### config.mk
export PLATFORM = sky130hd
export DESIGN_NAME = gate_nand_pipe
export DESIGN_NICKNAME = d
export VERILOG_FILES = /design/src/rtl/gate_nand_pipe.sv
export SDC_FILE = /design/constraint.sdc
export NUM_CORES = 1
export LEC_CHECK = 0
export BUFFER_PORTS_ARGS = -buffer_cell sky130_fd_sc_hd__buf_2
export CORE_MARGIN = 5
export CORE_UTILIZATION = 39
export DETAILED_ROUTE_END_ITERATION = 6
export PLACE_DENSITY_LB_ADDON = 0.15
export SKIP_CTS_REPAIR_TIMING = 1
export SLEW_MARGIN = 30
export SYNTH_ARGS = -nofsm -noshare
export SYNTH_HDL_FRONTEND = slang
export SYNTH_SLANG_ARGS = --single-unit
### constraint.sdc
create_clock -name clk -period 2.1 [get_ports clk]
set_input_delay 0.42 -clock clk [delete_from_list [all_inputs] [get_ports clk]]
set_output_delay 0.42 -clock clk [all_outputs]
set_load 0.05 [all_outputs]
### src/rtl/gate_nand_pipe.sv
// gate_nand_pipe: pipelined, valid/ready flow-controlled multi-way NAND.
// WIRE lanes; lane w is the NAND of bit w of each of the WAY input groups.
//
// Ports:
//   clk, reset           rising-edge clock, synchronous active-high reset
//   in[WAY*WIRE]         group k = in[k*WIRE +: WIRE]
//   in_valid / in_ready  producer handshake (accept on both high)
//   out[WIRE]            NAND result of the word in the last stage
//   out_valid/out_ready  consumer handshake (deliver on both high)
//   xfer_cnt[16]         saturating delivery count; tied to 0 unless
//                        GATE_NAND_PIPE_CNT_EN is defined
//
// Parameters: BEHAVIORAL (1 = operators, 0 = gate_and/gate_nand cells),
//   WAY >= 2, WIRE >= 1, 1 <= STAGES <= clog2(WAY)+1.

module gate_and #(
    parameter int WIDTH = 1
) (
    input  logic [WIDTH-1:0] a,
    input  logic [WIDTH-1:0] b,
    output logic [WIDTH-1:0] y
);
    assign y = a & b;
endmodule

module gate_nand #(
    parameter int WIDTH = 1
) (
    input  logic [WIDTH-1:0] a,
    input  logic [WIDTH-1:0] b,
    output logic [WIDTH-1:0] y
);
    assign y = ~(a & b);
endmodule

module gate_nand_pipe #(
    parameter int BEHAVIORAL = 1,
    parameter int WAY        = 4,
    parameter int WIRE       = 8,
    parameter int STAGES     = 2
) (
    input  logic                clk,
    input  logic                reset,
    input  logic [WAY*WIRE-1:0] in,
    input  logic                in_valid,
    output logic                in_ready,
    output logic [WIRE-1:0]     out,
    output logic                out_valid,
    input  logic                out_ready,
    output logic [15:0]         xfer_cnt
);

    localparam int LVLS   = $clog2(WAY);
    localparam int LEAVES = 1 << LVLS;
    localparam int NODES  = 2 * LEAVES;
    localparam int LAST   = STAGES - 1;
    // Stage s < LAST registers tree level FIRST_REG + s; all the
    // remaining levels are front-loaded into the first stage.
    localparam int FIRST_REG = LVLS - LAST;

    // ------------------------------------------------------------
    // Valid / advance chain
    // ------------------------------------------------------------
    logic [STAGES-1:0] v;
    logic [STAGES-1:0] adv;
    logic [STAGES-1:0] ld;
    logic [STAGES-1:0] v_src;
    logic [STAGES-1:0] dl;

    // Walk from the output back to the input: a stage may move when
    // the stage ahead is empty or is itself moving this cycle.
    always_comb begin
        logic room;
        adv  = '0;
        ld   = '0;
        room = out_ready;
        for (int s = LAST; s >= 0; s--) begin
            adv[s] = v[s] & room;
            ld[s]  = ~v[s] | adv[s];
            room   = ld[s];
        end
    end

    if (STAGES == 1) begin : g_src1
        assign v_src = in_valid;
    end else begin : g_srcn
        assign v_src = {v[STAGES-2:0], in_valid};
    end

    // Data registers only load when a real word arrives, so a held
    // word is never overwritten by a bubble.
    assign dl = ld & v_src;

    always_ff @(posedge clk) begin
        if (reset) begin
            v <= '0;
        end else begin
            for (int s = 0; s < STAGES; s++) begin
                if (ld[s]) begin
                    v[s] <= v_src[s];
                end
            end
        end
    end

    assign in_ready  = ld[0] & ~reset;
    assign out_valid = v[LAST];

    // ------------------------------------------------------------
    // AND tree, heap indexed: node 1 is the root, leaves live at
    // LEAVES .. 2*LEAVES-1. c_* is the combinational value of a node,
    // f_* is what its parent sees (registered or pass-through).
    // ------------------------------------------------------------
    logic [WIRE-1:0] c_node [2:NODES-1];
    logic [WIRE-1:0] f_node [2:NODES-1];

    for (genvar i = 2; i < NODES; i++) begin : g_node
        localparam int DEPTH = $clog2(i + 1) - 1;
        localparam int LVL   = LVLS - DEPTH;

        if (i >= LEAVES) begin : g_leaf
            localparam int K = i - LEAVES;
            if (K < WAY) begin : g_in
                assign c_node[i] = in[K*WIRE +: WIRE];
            end else begin : g_pad
                // Missing leaves take the AND identity.
                assign c_node[i] = '1;
            end
        end else begin : g_inner
            if (BEHAVIORAL != 0) begin : g_beh
                assign c_node[i] = f_node[2*i] & f_node[2*i+1];
            end else begin : g_str
                gate_and #(
                    .WIDTH (WIRE)
                ) u_and (
                    .a (f_node[2*i]),
                    .b (f_node[2*i+1]),
                    .y (c_node[i])
                );
            end
        end

        if (LVL >= FIRST_REG) begin : g_reg
            localparam int S = LVL - FIRST_REG;
            logic [WIRE-1:0] q;
            always_ff @(posedge clk) begin
                if (dl[S]) begin
                    q <= c_node[i];
                end
            end
            assign f_node[i] = q;
        end else begin : g_comb
            assign f_node[i] = c_node[i];
        end
    end

    // ------------------------------------------------------------
    // Root: last AND level fused with the inversion, last stage.
    // ------------------------------------------------------------
    logic [WIRE-1:0] root_n;
    logic [WIRE-1:0] out_q;

    if (BEHAVIORAL != 0) begin : g_root_beh
        assign root_n = ~(f_node[2] & f_node[3]);
    end else begin : g_root_str
        gate_nand #(
            .WIDTH (WIRE)
        ) u_nand (
            .a (f_node[2]),
            .b (f_node[3]),
            .y (root_n)
        );
    end

    always_ff @(posedge clk) begin
        if (reset) begin
            out_q <= '0;
        end else if (dl[LAST]) begin
            out_q <= root_n;
        end
    end

    assign out = out_q;

    // ------------------------------------------------------------
    // Delivery counter
    // ------------------------------------------------------------
`ifdef GATE_NAND_PIPE_CNT_EN
    logic [15:0] cnt_q;

    always_ff @(posedge clk) begin
        if (reset) begin
            cnt_q <= '0;
        end else if (adv[LAST] && cnt_q != 16'hFFFF) begin
            cnt_q <= cnt_q + 16'd1;
        end
    end

    assign xfer_cnt = cnt_q;
`else
    assign xfer_cnt = 16'h0000;
`endif

endmodule

==> run_results.csv <==
group,metric,value,unit
power_and_ir_drop,p_seq_frac,0.563,
power_and_ir_drop,p_int,0.744,mW
synth,synth_edf_count,16,
routing,via_per_inst,4.51,
cts,cts_buffers,3,
synth,synth-async-reset-ratio,0,
placement,port_buffers,45,
setup_path,cp_max_fo,4,
placement,place_hpwl,1610,um
synth,ys_warn_count,0,
setup_path,crit_type,"reg -> out",
floorplanning,fp.dieH,64.4,um
routing,firstDrtPassIters,3,
synth,syn_inst,88,
routing,drt_iter0_drc,41,
floorplanning,core-area,2810,sq um
power_and_ir_drop,vdd_drop_max,0.000334,V
power_and_ir_drop,power.switching,0.317,mW
sta,fin_crit,1740,ps
placement,gp_congestion,0.659,
global_route,grt-ovfl-total,0,
global_route,antenna_found_initial,0,
sta,tns,0,ps
cells_and_area,final_layout_size_suffix_gt1_frac,0.459,
run,max-cap-violations,0,
cts,cts-htree-levels,1,
setup_path,cp.required,1680,ps
synth,synth_commonest_cells,"16 x and2_1, 16 x buf_4, 16 x edfxtp_1, 10 x a21oi_1, 10 x dfxtp_1",
sta,rsz0062_at_grt,"false",
synth,synthFlopType,"edfxtp_1",
routing,wl,2080,um
synth,synthTopCellsByArea,"edfxtp_1 42%, dfxtp_1 17%, a311oi_2 10%",
power_and_ir_drop,p_per_area,775,nW/um^2
routing,vias,740,
power_and_ir_drop,pwr-share-comb,0.200,
setup_path,arrival,1320,ps
synth,synth-seq-area-share,0.589,
cts,clockBufferDepth,2,
sta,hold_viol_final,0,
sta,slew_violations,0,
synth,synth_cell_types,14,
power_and_ir_drop,switching_share,0.299,
routing,drtAntennaViolNets,0,
global_route,grt_usage,0.100,
routing,wl_per_cell,12.7,um
cts,clk_latency,320,ps
setup_path,startpoint_type,"flip-flop",
setup_path,crit_path_end_kind,"primary output",
sta,holdWs,326,ps
power_and_ir_drop,pwr-share-clk,0.237,
cells_and_area,area_delta_synth_final,18.5,%
global_route,grt_pass1_wl,3160,um
cts,clkSinkCount,26,
worst_hold_path,hold_path_class,"in -> reg",
cells_and_area,finalInstanceArea,1370,sq um
floorplanning,dieArea,4150,sq um
placement,postPlaceCellArea,1330,sq um
synth,syn_area_per_cell,13.1,sq um
setup_path,r2r_slack,830,ps
sta,skew,1.70,ps
synth,ys_ff_latch,26,
sta,fmax,575,MHz
synth,syn_area,1150,sq um
cells_and_area,antenna-diode-count,0,
floorplanning,rows,19,
status,status,"finished, final reports clean",
synth,yosys.area.top_type_share,0.416,
routing,drc,0,
global_route,grt_max_degree,17,
power_and_ir_drop,power.leakage,0.606,nW
cts,cts_tree,"done",
sta,min_period_over_period,0.828,
sta,setup_viol,0,
cts,cts-root-buf,"clkbuf_4",
floorplanning,initial_utilization,0.412,
global_route,grt_pass1_vias,737,
cells_and_area,fin_nets,170,
synth,yosysTopAreaCell,"edfxtp_1",
cts,clk_pin_slew,140,ps
floorplanning,num_io_pins,62,
floorplanning,die_w,64.4,um
[sequential cells by signal, summed over array words and instances, names as in the netlist]
register        flops
v                   2
g_node.g_reg.q     16
out                 8
[metrics by stage]
stage | worst slack (ps) | utilization | instances | power, mW
floorplan | 72.6 | - | 103 | 0.794
global placement | 547 | 0.475 | 160 | 0.819
detailed placement | 544 | 0.475 | 160 | 0.823
CTS | 356 | 0.488 | 164 | 1.07
global route | 251 | 0.488 | 164 | 1.11
finish | 362 | 0.488 | 164 | 1.06
[area by class of cell]
cell class	instances	area, sq um
well taps	31	38.8
multi-input cells	57	380
clock buffers	4	36.3
fillers	254	1440
flip-flops and latches	26	681
repair buffers	46	233
[path summary, 6_finish.rpt]
kind,startpoint,cells after the start,to
hold / removal,in_valid,3,v[0]
setup reg to reg,v[1],3,g_node[2].g_reg.q[2]
setup / recovery,v[1],3,in_ready
hold reg to reg,g_node[3].g_reg.q[1],1,out[1]
[power by group through the flow]
stage                     Combinational [mW]  Sequential (mW)  Clock [mW]
after floorplan                        0.147            0.647           0
after global placement                 0.211            0.608           0
after detailed placement               0.214            0.610           0
after CTS                              0.214            0.598       0.258
after global routing                   0.225            0.601       0.287
final                                  0.212            0.597       0.252
[layout by cell type, fill, tap and decap left out, drive strengths merged]
cell type | synthesis | routed
and2b | 1 | 1
conb | 1 | 16
nor2 | 3 | 3
dfxtp | 10 | 10
nand2b | 1 | 1
edfxtp | 16 | 16
buf | 18 | 46
a21boi | 1 | 1
and2 | 17 | 17
a21oi | 10 | 10
a311oi | 8 | 8
clkbuf | 2 | 4
[critical path, cell delays in order, from the launching register on]
cell	delay, ps
dfxtp_1	370
and2b_2	230
a21oi_1	140
buf_2	270
[metal layers]
layer,global-route usage,up-vias,wire (um)
li1,-,367,-
met1,0.104,331,768
met2,0.180,38,1090
met3,0.0311,4,181
met4,0.0554,0,36
met5,0,-,0
[cell families after synthesis]
| kind of cell | count (synthesis) | synth area share |
|---|---|---|
| AND/OR/NAND/NOR | 22 | 0.124 |
| other | 1 | 0.00325 |
| buffers and inverters | 20 | 0.130 |
| flip-flops | 26 | 0.589 |
| AO/OA/AOI/OAI | 19 | 0.154 |
No activity file was read; power rests on OpenSTA's default activity.
